===== config.mk =====
export PLATFORM = sky130hd
export DESIGN_NAME = hazard_ctrl
export DESIGN_NICKNAME = d
export VERILOG_FILES = /design/src/rtl/hazard_pkg.sv /design/src/rtl/inst_reg_decode.sv /design/src/rtl/hazard_ctrl.sv
export SDC_FILE = /design/constraint.sdc
export NUM_CORES = 1
export LEC_CHECK = 0
export ABC_AREA = 1
export BUFFER_PORTS_ARGS = -buffer_cell sky130_fd_sc_hd__buf_2
export CAP_MARGIN = 15
export CORE_ASPECT_RATIO = 0.6
export CORE_UTILIZATION = 40
export DETAILED_ROUTE_END_ITERATION = 6
export PLACE_DENSITY_LB_ADDON = 0.05
export SLEW_MARGIN = 20
export SYNTH_ARGS = -nofsm -noshare
export SYNTH_HDL_FRONTEND = slang
export SYNTH_SLANG_ARGS = --single-unit

===== constraint.sdc =====
create_clock -name clk -period 2.14 [get_ports clk]
set_clock_uncertainty 0.2 [all_clocks]
set_input_delay 0.107 -clock clk [delete_from_list [all_inputs] [get_ports clk]]
set_output_delay 0.107 -clock clk [all_outputs]
set_load 0.03 [all_outputs]

===== src/rtl/hazard_pkg.sv =====
// hazard_pkg: opcode constants, scoreboard entry type, FSM states and source-match helper
// shared by the hazard controller and its instruction decoder.
package hazard_pkg;
    localparam logic [4:0] OP_HALT     = 5'b00000;
    localparam logic [4:0] OP_LD       = 5'b10001;
    localparam logic [4:0] OP_ST       = 5'b10000;
    localparam logic [4:0] OP_STU      = 5'b10011;
    localparam logic [4:0] OP_LBI      = 5'b11000;
    localparam logic [4:0] OP_SLBI     = 5'b10010;
    localparam logic [4:0] OP_JAL_JALR = 5'b00110;
    localparam logic [2:0] REG_LINK    = 3'd7;

    typedef struct packed {
        logic       vld;
        logic [2:0] dest;
        logic       is_ld;
    } sb_entry_t;

    typedef enum logic [1:0] {RUN, DRAIN, HALTED} state_t;

    function automatic logic src_hit(input sb_entry_t e, input logic [2:0] src1, input logic [2:0] src2,
                                     input logic use1, input logic use2);
        return e.vld && ((use1 && e.dest == src1) || (use2 && e.dest == src2));
    endfunction
endpackage


===== src/rtl/inst_reg_decode.sv =====
// inst_reg_decode: combinational extraction of source/destination registers from a
// 16-bit instruction for hazard detection.
module inst_reg_decode
    import hazard_pkg::*;
(
    input  logic [15:0] inst,
    output logic [2:0]  src1,
    output logic [2:0]  src2,
    output logic        use1,
    output logic        use2,
    output logic [2:0]  dest,
    output logic        has_dest,
    output logic        is_ld,
    output logic        is_halt
);
    logic [4:0] op;
    logic r_fmt, imm, st, stu, lbi, slbi, jal, jr, br;

    assign op    = inst[15:11];
    assign r_fmt = (op[4:1] == 4'b1101) || (op[4:2] == 3'b111) || (op == 5'b11001);
    assign imm   = (op[4:2] == 3'b010) || (op[4:2] == 3'b101);
    assign st    = op == OP_ST;
    assign stu   = op == OP_STU;
    assign lbi   = op == OP_LBI;
    assign slbi  = op == OP_SLBI;
    assign jal   = op[4:1] == OP_JAL_JALR[4:1];
    assign jr    = (op[4:2] == 3'b001) && op[0];
    assign br    = op[4:2] == 3'b011;

    assign is_ld    = op == OP_LD;
    assign is_halt  = op == OP_HALT;
    assign src1     = inst[10:8];
    assign src2     = inst[7:5];
    assign use1     = r_fmt || imm || is_ld || slbi || jr || br || st || stu;
    assign use2     = r_fmt || st || stu;
    assign has_dest = r_fmt || imm || is_ld || stu || lbi || slbi || jal;
    assign dest     = r_fmt ? inst[4:2] :
                      (imm || is_ld) ? inst[7:5] :
                      (stu || lbi || slbi) ? inst[10:8] : REG_LINK;
endmodule


===== src/rtl/hazard_ctrl.sv =====
// hazard_ctrl: RAW scoreboard, HALT drain FSM and saturating stall counter.
// Define HAZARD_CTRL_FORWARD_EN to assume EX/MEM forwarding (only load-use stalls).
module hazard_ctrl
    import hazard_pkg::*;
#(
    parameter int SB_DEPTH = 3,
    parameter int CNT_W    = 16
) (
    input  logic             clk,
    input  logic             rst_n,
    input  logic [15:0]      id_inst,
    input  logic             id_valid,
    input  logic             flush,
    output logic             stall,
    output logic             bubble,
    output logic             halted,
    output logic [CNT_W-1:0] stall_cnt
);
    sb_entry_t  sb [SB_DEPTH];
    sb_entry_t  sb_in;
    state_t     state, state_nxt;
    logic [2:0] src1, src2, dest;
    logic       use1, use2, has_dest, is_ld, is_halt;
    logic       match, sb_empty, hz, hz_stall;

    inst_reg_decode u_dec (
        .inst(id_inst), .src1(src1), .src2(src2), .use1(use1), .use2(use2),
        .dest(dest), .has_dest(has_dest), .is_ld(is_ld), .is_halt(is_halt)
    );

    always_comb begin
        sb_empty = 1'b1;
        match    = 1'b0;
        for (int i = 0; i < SB_DEPTH; i++) begin
            sb_empty = sb_empty && !sb[i].vld;
`ifdef HAZARD_CTRL_FORWARD_EN
            if (i == 0) match = sb[0].is_ld && src_hit(sb[0], src1, src2, use1, use2);
`else
            match = match || src_hit(sb[i], src1, src2, use1, use2);
`endif
        end
    end

    assign hz       = id_valid && match;
    assign hz_stall = state == RUN && hz && !flush;

    always_comb begin
        stall     = hz_stall || state != RUN;
        bubble    = stall || flush;
        halted    = state == HALTED;
        sb_in     = bubble ? '0 : {id_valid && has_dest, dest, is_ld};
        state_nxt = state;
        if (state == RUN && id_valid && is_halt && !stall && !flush) state_nxt = DRAIN;
        else if (state == DRAIN) state_nxt = flush ? RUN : sb_empty ? HALTED : DRAIN;
    end

    always_ff @(posedge clk or negedge rst_n) begin
        if (!rst_n) begin
            state     <= RUN;
            stall_cnt <= '0;
            for (int i = 0; i < SB_DEPTH; i++) sb[i] <= '0;
        end else begin
            state <= state_nxt;
            sb[0] <= sb_in;
            for (int i = 1; i < SB_DEPTH; i++) sb[i] <= sb[i-1];
            if (hz_stall && stall_cnt != '1) stall_cnt <= stall_cnt + 1'b1;
        end
    end
endmodule


## After elaboration in Yosys (flattened, before gate mapping)

Cells that the tools add are included.

| word-level totals | value |
|---|---|
| bits in registers | 30 |
| output and inout port bits | 19 |
| word-level logic and storage cells | 95 |

| cells by class | value |
|---|---|
| add/subtract/negate cells | 1 |
| equal/unequal tests | 22 |
| multiplexer cells | 8 |
| reductions and logical operators | 56 |

Operator list:

| kind | number |
|---|---|
| == test 5 bit, second input constant | 6 |
| logical OR 1 bit | 26 |
| logical AND 1 bit | 21 |
| == test 3 bit | 6 |
| adder 16 x 1 -> 16 bit, second input constant | 1 |
| inequality test 16 bit, second input constant | 1 |
| two-way mux 3 bit | 3 |
| two-way mux 2 bit | 4 |
| == test 3 x 2 -> 1 bit, second input constant | 2 |
| == test 3 bit, second input constant | 2 |
| logical NOT 1 bit | 5 |
| logical NOT 5 bit | 1 |
| two-way mux 5 bit | 1 |
| == test 4 x 2 -> 1 bit, second input constant | 1 |
| == test 4 bit, second input constant | 1 |
| nonzero test 2 bit | 2 |
| == test 3 x 1 -> 1 bit, second input constant | 1 |
| == test 2 x 1 -> 1 bit, second input constant | 1 |
| == test 2 bit, second input constant | 1 |
| logical NOT 2 bit | 1 |

## Depth between registers and ports, before layout

Gate-level depths: netlist (run 1).

| depth | value |
|---|---|
| depth after elaboration | 23 |
| depth in mapped cells | 12 |
| gate-level depth less buffers | 11 |

## Modules after synthesis

Synthesis (run 1) repeated with hierarchy kept, for this count alone.

| second synthesis, totals | value |
|---|---|
| cells, all modules | 319 |
| area total of the unflattened synthesis | 2,122.0 sq um |

By module, submodules not included:

| module | instances | cells each | area an instance (sq um) | seq. area each (sq um) |
|---|---|---|---|---|
| hazard_ctrl | 1 | 261 | 1,829.3 | 750.7 |
| inst_reg_decode | 1 | 58 | 292.8 | 0.0 |

## Least setup slack after synthesis (run 1)

OpenSTA, ideal clock, no wires.

| path | value |
|---|---|
| path kind | flip-flop to flip-flop |
| start point | reg stall_cnt[0] |
| end point | reg stall_cnt[15] |
| setup time | 0.119 ns |
| arrival | 1.724 ns |
| data required time | 1.821 ns |
| slack | 0.098 ns |
| stages on the path, launching flop included | 10 |
| path buffers | 1 |
| cells stage by stage | dfrtp_1 -> ha_1 -> nand3_2 -> nor2_4 -> nand2_2 -> nor2_4 -> nand4_4 -> buf_2 -> nand4_1 -> nand2_1 |

| between the ends | value |
|---|---|
| word-level cells in the longest chain between the ends | 2 |
| elaborated cells on any way between the ends | 3 |
| those cells by class | add/sub (1); eq/ne (1); reduce/logical (1) |

Ends and longest elaborated chain:

| element | RTL line | RTL |
|---|---|---|
| from (decl) | hazard_ctrl.sv:17 | `output logic [CNT_W-1:0] stall_cnt` |
| from (signal assigned) | hazard_ctrl.sv:66 | `if (hz_stall && stall_cnt != '1) stall_cnt <= stall_cnt + 1'b1;` |
| parallel branches: the longest is 2 deep, another holds adder 16 x 1 -> 16 bit | -- |  |

Several ways; the timed one is not identified.
A chain may end at the register's enable or synchronous reset.

## Final worst setup path (run 1)

| path | value |
|---|---|
| start point | reg sb[13] in the netlist's numbering |
| end point | out bubble |

| between the ends | value |
|---|---|
| word-level cells in the longest chain between the ends | 11 |
| elaborated cells on any way between the ends | 13 |
| those cells by class | eq/ne (2); reduce/logical (11) |

Ends and longest elaborated chain:

| element | RTL line | RTL |
|---|---|---|
| from (decl) | hazard_ctrl.sv:19 | `sb_entry_t sb [SB_DEPTH];` |
| == test 3 bit | hazard_pkg.sv:23 | `return e.vld && ((use1 && e.dest == src1) \|\| (use2 && e.dest == src2));` |
| logical AND 1 bit | hazard_pkg.sv:23 |  |
| logical OR 1 bit (*) | hazard_pkg.sv:23 |  |
| logical AND 1 bit (*) | hazard_pkg.sv:23 |  |
| logical OR 1 bit (*) (2 in a row) | hazard_ctrl.sv:39 | `match = match \|\| src_hit(sb[i], src1, src2, use1, use2);` |
| logical AND 1 bit (*) | hazard_ctrl.sv:44 | `assign hz = id_valid && match;` |
| logical AND 1 bit (*) (2 in a row) | hazard_ctrl.sv:45 | `assign hz_stall = state == RUN && hz && !flush;` |
| logical OR 1 bit (*) | hazard_ctrl.sv:48 | `stall = hz_stall \|\| state != RUN;` |
| logical OR 1 bit (*) | hazard_ctrl.sv:49 | `bubble = stall \|\| flush;` |
| to (decl) | hazard_ctrl.sv:15 | `output logic bubble,` |

Mark *: on every way between the ends. The rest lies on a longest branch, timed or not.

==> impl_metrics.py, run 1 <==
metrics = {
    "placement": {
        "dpl.cell_count": 402,
        "dp_slack_ns": 0.2953,
        "place_hpwl_um": 4034,
        "gp_congestion": 0.8512,
        "numPortBuffers": 36,
    },
    "power": {
        "p_sw_uw": 293.5,
        "combPwrFrac": 0.087,
        "power.total_uw": 1242,
        "p_leak_uw": 0.001361,
        "swShare": 0.2364,
        "p_clk_frac": 0.456,
        "p_int_uw": 948.2,
        "ir_worst_vdd_mv": 0.2724,
        "powerDensity_nw_per_um2": 491.1,
        "sequentialPowerShare": 0.456,
    },
    "critical_path": {
        "crit_path_end_kind": "primary output",
        "rr_startpoint": "stall_cnt[1]$_DFFE_PN0P_",
        "start_kind": "flop",
        "slowest_stage": "dfrtp_2",
        "reg2reg_depth": 9,
        "cp.required_ns": 1.83,
        "r2r_end": "stall_cnt[2]$_DFFE_PN0P_",
        "cpMostUsedCell": "nand2_1",
        "reg2reg_setup_slack_ns": 0.29,
        "cp_cell_sequence": "inv_1 -> nand2_1 -> nand2_1 -> nor2_1 -> nand2_1 -> nand3_1 -> nand2_1 -> nand2_4 -> nand2_1 -> nand3_2 -> buf_4",
        "crit_fanout": 5,
        "cp.arrival_ns": 1.69,
        "crit_type": "flop to primary output",
        "crit_path_max_incr_delay_ns": 0.44,
    },
    "logic_synthesis": {
        "synthCells": 299,
        "synth_seq_cells": 30,
        "synth_ff_type": "dfrtp_1",
        "synth_area_leaders": "dfrtp_1 37%, nand2_1 22%, nor2_1 6.4%, nand4_1 5.2%, inv_1 4.6%",
        "synth.avg_cell_area_um2": 6.817,
        "synth-edff-count": 0,
        "synth_commonest_cells": "119 x nand2_1, 35 x nor2_1, 30 x dfrtp_1, 25 x inv_1, 17 x nand4_1",
        "syn-cell-area_um2": 2038,
        "yosysMostFrequentCell": "nand2_1",
        "ys_warn_count": 0,
        "async_flop_share": 1.000,
        "yosysTopAreaCell": "dfrtp_1",
        "synth_nets": 320,
        "netlist-cell-type-count": 26,
        "synth_seq_area_share": 0.3683,
        "synth_top_area_share": 0.3683,
    },
    "sta": {
        "report.final.setup_viol": 0,
        "rsz0062_at_grt": "false",
        "fin_crit_sh": 0.9328,
        "setup_ws_ns": 0.1437,
        "fmax_mhz": 500.9,
        "final-hold-violation-count": 0,
        "period_needed_ns": 1.996,
        "tightest_slew_ns": 0.6950,
        "setup_tns_ns": 0,
        "worst_slew_margin_rel": 0.5366,
        "drv_slew": 0,
    },
    "die": {
        "start_util": 0.4308,
        "dieArea_um2": 5394,
        "fp.dieW_um": 94.16,
        "placementRows": 19,
        "core_area_um2": 4731,
        "io_pins": 39,
        "die_h_um": 57.29,
    },
    "grt": {
        "antenna_found_initial": 0,
        "grt_pass1_vias": 1816,
        "grt.total_usage": 0.2202,
        "grt_pass1_wl_um": 8970,
        "grt_overflow_total": 0,
        "grt_max_degree": 31,
    },
    "final_layout": {
        "finish.utilization": 0.5345,
        "nets": 375,
        "syn_to_final_growth_pct": 24.06,
        "antennaDiodeCount": 0,
        "layout.cells.non_filler": 418,
        "drive_gt1_frac": 0.2366,
    },
    "clock_tree": {
        "clk_path_buf_depth": 2,
        "clkTransAtPathRegs_ns": 0.07,
        "clk_latency_ns": 0.28,
        "root_buffer": "clkbuf_8",
        "cts_tree": "yes",
        "cts_num_sinks": 30,
        "cts_made_buffers": 5,
        "htree_levels": 2,
    },
    "detailed_routing": {
        "wl_met1_um": 3039,
        "route.detailed.drc": 0,
        "wirelength_um": 5158,
        "dr_wl_met3_um": 323,
        "dr.max_layer_used": "met4",
        "wl_per_cell_um": 12.34,
        "drt_first_pass_iters": 4,
        "drtIter0Drc": 89,
        "avgViaCountPerCell": 4.811,
        "dr_wl_met2_um": 1772,
        "final_antenna_net_count": 0,
        "num_vias": 2011,
    },
    "min_path": {
        "whs_endpoint": "sb[12]$_DFF_PN0_",
        "min_path_cells": 3,
        "hp-class": "input pin to flop",
        "hold_start": "id_inst[6]",
    },
    "status": {
        "status": "complete, no violations",
    },
    "flow_run": {
        "max_cap_violations": 0,
    },
}
[routing by layer]
layer | global-route usage | vias up
met1 | 0.3786 | 900
met4 | 0.04176 | 0
met5 | 0 | -
li1 | - | 1057
met2 | 0.2660 | 52
met3 | 0.05067 | 2
[cells in the final DEF (no fill, tap or decap), types with 4 or more instances in the layout]
cell type / Yosys / final
dlygate4sd3_1: 0 / 5
buf_2: 3 / 35
o21ai_0: 4 / 4
inv_1: 25 / 24
xor2_1: 9 / 9
dfrtp_1: 30 / 29
nor2_1: 35 / 35
xnor2_1: 4 / 4
nand3_1: 14 / 14
buf_4: 0 / 11
nor2_4: 4 / 4
clkbuf_8: 0 / 5
nand2_1: 119 / 119
nor3_1: 5 / 5
inv_2: 11 / 12
nand4_1: 17 / 17
[metrics by stage]
step                      cell area, um2  hold WS [ns]
after floorplan                     2038       -0.3886
after global placement              2344     -0.002203
after detailed placement            2344     -0.003495
after CTS                           2502       0.02282
after global routing                2529       0.03203
final                               2529       0.03060
[final cells by class]
cell class / instances / area (um2)
clock buffers: 5 / 68.82
clock inverters: 3 / 40.04
fillers: 480 / 2202
inverters: 36 / 135.1
multi-input cells: 229 / 1126
flip-flops and latches: 30 / 752.0
well taps: 63 / 78.83
repair buffers: 52 / 327.8
[worst max-delay path by stage]
| stage | slack [ns] | endpoint | from | cells past startpoint |
|---|---|---|---|---|
| final | 0.14 | bubble | sb[13]$_DFF_PN0_ | 11 |
| after global routing | 0.0002 | bubble | sb[13]$_DFF_PN0_ | 11 |
| after CTS | 0.03 | bubble | state[0]$_DFFE_PN0P_ | 6 |
| after detailed placement | 0.30 | stall_cnt[9]$_DFFE_PN0P_ | stall_cnt[1]$_DFFE_PN0P_ | 9 |
| after global placement | 0.32 | bubble | state[0]$_DFFE_PN0P_ | 6 |
| after floorplan | 0.1 | stall_cnt[15]$_DFFE_PN0P_ | stall_cnt[0]$_DFFE_PN0P_ | 9 |
[sequential cells by signal, summed over array words and instances (netlist names)]
name / count
sb: 12
state: 2
stall_cnt: 16
[power by group through the flow]
stage | logic [uW] | clock network (uW) | registers (uW)
3_5_place_dp | 102 | 0 | 578
2_1_floorplan | 50.1 | 0 | 578
4_1_cts | 109 | 583 | 567
6_report | 109 | 566 | 567
3_3_place_gp | 101 | 0 | 578
5_1_grt | 125 | 610 | 566
[logic make-up after synthesis]
| family | share of synthesized area |
|---|---|
| AO/OA/AOI/OAI | 0.02947 |
| XOR/XNOR | 0.05586 |
| adder cells (fa/ha/maj) | 0.006138 |
| buffers and inverters | 0.07919 |
| flip-flops | 0.3683 |
| AND/OR/NAND/NOR | 0.4610 |
[critical path, delay by kind of cell (launching register included)]
kind	cells	cell delay [ns]
buffers and inverters	2	0.25
flip-flops	1	0.44
AND/OR/NAND/NOR	9	0.74
[what timing repair did]
item                                    4_1_cts  5_1_grt
gates resized for setup                       0        4
buffers inserted                              0        3
hold endpoints to repair                     39        0
endpoints found under the setup margin        0        2
hold buffers                                  5        0
Note: power is estimated with default switching activity, not from simulation.
==> run 2: changes to the inputs <==
--- a/config.mk
+++ b/config.mk
@@ -7,3 +7,2 @@
 export LEC_CHECK = 0
-export ABC_AREA = 1
 export BUFFER_PORTS_ARGS = -buffer_cell sky130_fd_sc_hd__buf_2
--- a/constraint.sdc
+++ b/constraint.sdc
@@ -4,2 +4,2 @@
 set_output_delay 0.107 -clock clk [all_outputs]
-set_load 0.03 [all_outputs]
+set_load 0.005 [all_outputs]
==> impl_metrics.py, run 2 <==
metrics = {
    "sta": {
        "worst_slew_margin_rel": 0.4881,
        "fmax_mhz": 473.8,
        "whs_ns": 0.01169,
        "rsz0062_at_grt": "true",
        "setup_ws_ns": 0.02949,
        "drv_slew": 0,
        "report.final.setup_viol": 0,
        "fin_crit_sh": 0.9862,
        "period_needed_ns": 2.111,
        "tightest_slew_ns": 0.7583,
        "final-hold-violation-count": 0,
    },
    "placement": {
        "placed_area_um2": 1923,
        "numPortBuffers": 36,
        "gp_congestion": 0.7956,
        "dp_slack_ns": 0.1117,
        "place_hpwl_um": 3025,
    },
    "logic_synthesis": {
        "synth_seq_area_share": 0.4580,
        "yosysMostFrequentCell": "dfrtp_1",
        "netlist-cell-type-count": 37,
        "synth_mux_area_frac": 0.01298,
        "synth_top_area_share": 0.4580,
        "synth_commonest_cells": "30 x dfrtp_1, 19 x xnor2_1, 15 x xor2_1, 13 x nor3_1",
        "async_flop_share": 1.000,
        "syn-cell-area_um2": 1639,
        "synthSimpleGateAreaFrac": 0.2191,
        "synth_area_leaders": "dfrtp_1 46%, xnor2_1 10%, xor2_1 8.0%, nand4_1 4.2%, nor3_1 4.0%",
        "synthAdderAreaFrac": 0.007634,
        "yosysTopAreaCell": "dfrtp_1",
        "synth_nets": 182,
        "synth-xor-area-share": 0.1817,
        "synth_top_family_by_area": "simple AND/OR/NAND/NOR gates",
        "synth.avg_cell_area_um2": 10.18,
        "ys_warn_count": 0,
        "synth_seq_cells": 30,
        "synth_ff_type": "dfrtp_1",
        "synth-edff-count": 0,
        "synth_compound_area_frac": 0.08550,
        "synthCells": 161,
    },
    "final_layout": {
        "layout_commonest_cell": "buf_2",
        "largest_reg_flops": 16,
        "drive_gt1_frac": 0.3196,
        "fill_cells": 351,
        "top_register": "stall_cnt",
        "finish.utilization": 0.5767,
        "layout_common_cells": "36 x buf_2, 30 x dfrtp_1, 19 x xnor2_1, 15 x xor2_1, 13 x nor3_1",
        "top_regs": "stall_cnt x16, sb x12, state x2",
        "syn_to_final_growth_pct": 33.21,
        "antennaDiodeCount": 0,
        "fin_area_um2": 2183,
        "nets": 240,
    },
    "die": {
        "fp.dieW_um": 84.64,
        "io_pins": 39,
        "dieArea_um2": 4366,
        "placementRows": 17,
        "core_area_um2": 3786,
        "die_h_um": 51.59,
        "start_util": 0.4329,
    },
    "min_path": {
        "hp-class": "input pin to flop",
    },
    "critical_path": {
        "crit_path_end_kind": "primary output",
        "cp.arrival_ns": 1.80,
        "crit_fanout": 10,
        "cp.required_ns": 1.83,
        "start_kind": "flop",
        "crit_type": "flop to primary output",
    },
    "clock_tree": {
        "clk_path_buf_depth": 2,
        "htree_levels": 2,
        "clkTransAtPathRegs_ns": 0.06,
        "clk_latency_ns": 0.28,
        "cts_num_sinks": 30,
        "root_buffer": "clkbuf_8",
        "cts_made_buffers": 5,
        "cts_tree": "yes",
    },
    "power": {
        "combPwrFrac": 0.173,
        "swShare": 0.2554,
        "p_clk_frac": 0.391,
        "sequentialPowerShare": 0.436,
        "p_leak_uw": 0.001090,
        "ir_worst_vdd_mv": 0.3109,
        "p_sw_uw": 380.7,
        "p_int_uw": 1110,
        "powerDensity_nw_per_um2": 682.7,
    },
    "detailed_routing": {
        "wl_per_cell_um": 15.48,
        "avgViaCountPerCell": 5.368,
        "drt_first_pass_iters": 6,
        "route.detailed.drc": 0,
        "drtIter0Drc": 33,
        "wirelength_um": 4119,
        "num_vias": 1428,
        "final_antenna_net_count": 0,
    },
    "flow_run": {
        "max_cap_violations": 0,
    },
    "grt": {
        "grt.total_usage": 0.2145,
        "grt_pass1_wl_um": 6934,
        "grt_max_degree": 31,
        "antenna_found_initial": 0,
        "grt_overflow_total": 0,
        "grt_pass1_vias": 1369,
    },
    "status": {
        "status": "complete, no violations",
    },
}
run 2: path summary, 6_finish.rpt:
| kind | from | to | slack, ns | cells after the start |
|---|---|---|---|---|
| worst max-delay path | sb[13]$_DFF_PN0_ | bubble | 0.03 | 8 |
| worst min-delay path | id_inst[12] | sb[14]$_DFF_PN0_ | 0.01 | 3 |
| worst max register to register | sb[1]$_DFF_PN0_ | stall_cnt[14]$_DFFE_PN0P_ | 0.08 | 8 |
| worst min register to register | sb[7]$_DFF_PN0_ | sb[2]$_DFF_PN0_ | 0.23 | 0 |
| max in group asynchronous | rst_n | sb[14]$_DFF_PN0_ | 1.10 | 2 |
| min in group asynchronous | rst_n | sb[13]$_DFF_PN0_ | 0.20 | 2 |
run 2: stage by stage:
| stage | instances | setup TNS [ns] | total power, uW |
|---|---|---|---|
| 2_1_floorplan | 161 | 0 | 789.0 |
| 4_1_cts | 265 | 0 | 1493 |
| 6_report | 266 | 0 | 1491 |
| 3_3_place_gp | 248 | 0 | 882.6 |
| 5_1_grt | 266 | -0.1304 | 1568 |
| 3_5_place_dp | 248 | 0 | 890.1 |
run 2: final cells by class:
class | count | area (um2) | area share
clock buffer | 6 | 82.58 | 0.03782
clock inverter | 1 | 30.03 | 0.01375
inverter | 8 | 30.03 | 0.01375
multi-input combinational | 119 | 880.8 | 0.4034
sequential | 30 | 750.7 | 0.3438
tap | 47 | 58.81 | 0.02693
timing repair buffer | 55 | 350.3 | 0.1605
run 2: timing repair:
| item | in CTS | in global routing |
|---|---|---|
| endpoints found under the setup margin | 1 | 8 |
| buffers inserted | 4 | 1 |
| pin swaps | 1 | 4 |
| hold buffers | 6 | 0 |
| gates resized for setup | 0 | 9 |
| hold endpoints to repair | 34 | 0 |
run 2: power groups by stage:
stage | registers (uW) | clock network (uW) | logic (uW)
finish | 650 | 582 | 258
global route | 656 | 625 | 286
CTS | 650 | 595 | 248
detailed placement | 661 | 0 | 229
global placement | 658 | 0 | 225
floorplan | 654 | 0 | 135
run 2: layer usage:
metal  vias to the layer above  GRT usage  share of wire
li1                        689          -              -
met1                       695     0.3246           0.55
met2                        39     0.2954           0.40
met3                         5    0.05397          0.041
met4                         0    0.06780         0.0066
met5                         -          0              0
run 2: critical path, cell delays in order, from the launching register on:
cell and delay, ns:
dfrtp_1 0.42, xnor2_1 0.15, nand4_1 0.09, nand3_1 0.11, a32oi_2 0.26, buf_12 0.16
o21ai_1 0.06, buf_4 0.15, buf_2 0.12
run 2: cells by family (layout without fill, tap and decap cells):
kind of cell,count (synthesis),after routing
multiplexers,2,2
AND/OR/NAND/NOR,63,63
XOR/XNOR,34,34
flip-flops,30,30
adder cells (fa/ha/maj),1,1
AO/OA/AOI/OAI,19,19
buffers and inverters,12,70
==> run 3: changes to the inputs <==
SETUP_SLACK_MARGIN = 0.1   (was not set)
==> impl_metrics.py, run 3 (synthesis gave the netlist of run 2 again) <==
metrics = {
    "final_layout": {
        "layout_commonest_cell": "buf_2",
        "layout.cells.non_filler": 271,
        "register_area_um2": 750.7,
        "antennaDiodeCount": 0,
        "finish.utilization": 0.6262,
        "top_register": "stall_cnt",
        "layout_common_cells": "35 x buf_2, 30 x dfrtp_1, 18 x xnor2_1, 15 x xor2_1, 14 x buf_4",
        "fin_area_um2": 2371,
        "top_regs": "stall_cnt x16, sb x12, state x2",
        "largest_reg_flops": 16,
        "fill_cells": 333,
        "syn_to_final_growth_pct": 44.66,
        "multi_input_area_um2": 999.7,
        "nets": 245,
        "drive_gt1_frac": 0.3839,
    },
    "grt": {
        "grt.total_usage": 0.2177,
        "grt_pass1_vias": 1399,
        "grt_max_degree": 31,
        "antenna_found_initial": 0,
        "grt_pass1_wl_um": 7044,
        "grt_overflow_total": 0,
    },
    "power": {
        "p_leak_uw": 0.001215,
        "p_sw_uw": 405.4,
        "sequentialPowerShare": 0.423,
        "p_int_uw": 1138,
        "p_clk_frac": 0.379,
        "ir_worst_vdd_mv": 0.3658,
        "swShare": 0.2627,
        "combPwrFrac": 0.198,
        "power.total_uw": 1543,
        "powerDensity_nw_per_um2": 650.9,
    },
    "clock_tree": {
        "cts_tree": "yes",
        "htree_levels": 2,
        "cts_num_sinks": 30,
        "cts_made_buffers": 5,
        "root_buffer": "clkbuf_8",
        "clkTransAtPathRegs_ns": 0.06,
        "clk_path_buf_depth": 2,
        "clk_latency_ns": 0.28,
    },
    "sta": {
        "tightest_slew_ns": 0.7205,
        "drv_slew": 0,
        "period_needed_ns": 2.090,
        "final-hold-violation-count": 0,
        "report.final.setup_viol": 0,
        "fin_crit_sh": 0.9764,
        "rsz0062_at_grt": "true",
        "worst_slew_margin_rel": 0.5136,
        "setup_tns_ns": 0,
        "fmax_mhz": 478.6,
    },
    "die": {
        "die_h_um": 51.59,
        "dieArea_um2": 4366,
        "io_pins": 39,
        "placementRows": 17,
        "start_util": 0.4329,
        "fp.dieW_um": 84.64,
        "core_area_um2": 3786,
    },
    "critical_path": {
        "startpoint": "sb[13]$_DFF_PN0_",
        "cp_top_family": "flip-flops",
        "crit_fanout": 5,
        "crit_path_end_kind": "primary output",
        "crit_type": "flop to primary output",
        "crit_path_max_incr_delay_ns": 0.43,
        "cpMostUsedCell": "buf_6",
        "slowest_stage": "dfrtp_1",
        "cp.arrival_ns": 1.78,
        "start_kind": "flop",
        "cp_num_buf_inv": 3,
        "cp_cell_sequence": "xnor2_1 -> nand4_1 -> nand3_1 -> a32oi_2 -> buf_12 -> o21ai_4 -> buf_6 -> buf_6",
        "cp.required_ns": 1.83,
        "rr_startpoint": "sb[13]$_DFF_PN0_",
    },
    "placement": {
        "numPortBuffers": 36,
        "placed_area_um2": 1923,
        "place_hpwl_um": 3025,
        "gp_congestion": 0.7956,
        "dpl.cell_count": 248,
    },
    "status": {
        "status": "complete, no violations",
    },
    "detailed_routing": {
        "final_antenna_net_count": 0,
        "drtIter0Drc": 43,
        "avgViaCountPerCell": 5.369,
        "route.detailed.drc": 0,
        "wl_per_cell_um": 16.04,
        "num_vias": 1455,
        "drt_first_pass_iters": 6,
        "wirelength_um": 4347,
    },
    "flow_run": {
        "max_cap_violations": 0,
    },
    "min_path": {
        "hold_start": "id_inst[12]",
        "hp-class": "input pin to flop",
    },
}
run 3: cell types whose count changed in the layout (fill, tap and decap cells not counted), sizes merged:
cell / change
buf: +4
clkbuf: +1
run 3: cell type report:
cell class                      instances  share of cell area
Tap cell                               47             0.02480
Clock inverter                          1             0.01266
Clock buffer                            6             0.03483
Sequential cell                        30              0.3166
Timing Repair Buffer                   60              0.1768
Inverter                                8             0.01266
Multi-Input combinational cell        119              0.4216
run 3: layer usage:
layer	track usage	part of all wire	vias up
met5	0	0	-
met4	0.06780	0.010	0
met3	0.04921	0.043	5
met2	0.3049	0.42	33
met1	0.3297	0.53	715
li1	-	-	702
run 3: through the flow:
step | hold slack (ns) | worst slack (ns)
6_report | 0.01120 | 0.05044
2_1_floorplan | -0.3886 | 0.2255
3_3_place_gp | -0.008219 | 0.1672
5_1_grt | 0.01778 | -0.008884
3_5_place_dp | -0.01011 | 0.1117
4_1_cts | 0.004985 | 0.03223
run 3: worst reg2reg max path: stages (launching register included):
cell and delay, ns:
dfrtp_1 0.43, xnor2_1 0.17, nand4_1 0.11, nand3_1 0.12, a32oi_2 0.15, buf_12 0.17
buf_4 0.14, and4bb_2 0.31, xor2_1 0.19
run 3: power by group through the flow:
stage | sequential [uW] | combinational (uW) | clock (uW)
finish | 653 | 305 | 585
global route | 659 | 334 | 624
CTS | 650 | 271 | 595
detailed placement | 661 | 229 | 0
global placement | 658 | 225 | 0
floorplan | 654 | 135 | 0
run 3: final timing paths:
kind | to | slack (ns) | cells past startpoint
min in group asynchronous | sb[13]$_DFF_PN0_ | 0.19 | 2
max in group asynchronous | stall_cnt[3]$_DFFE_PN0P_ | 1.11 | 2
min | sb[14]$_DFF_PN0_ | 0.01 | 3
min reg2reg | sb[3]$_DFF_PN0_ | 0.23 | 0
max | bubble | 0.05 | 8
max reg2reg | stall_cnt[14]$_DFFE_PN0P_ | 0.07 | 8
run 3: repair_timing:
| action | 4_1_cts | 5_1_grt |
|---|---|---|
| pin swaps | 7 | 17 |
| setup endpoints to repair | 1 | 18 |
| endpoints found under the hold margin | 34 | 0 |
| cloned | 1 | 0 |
| buffers inserted | 5 | 4 |
| hold buffers | 6 | 0 |
| resized for setup | 4 | 29 |
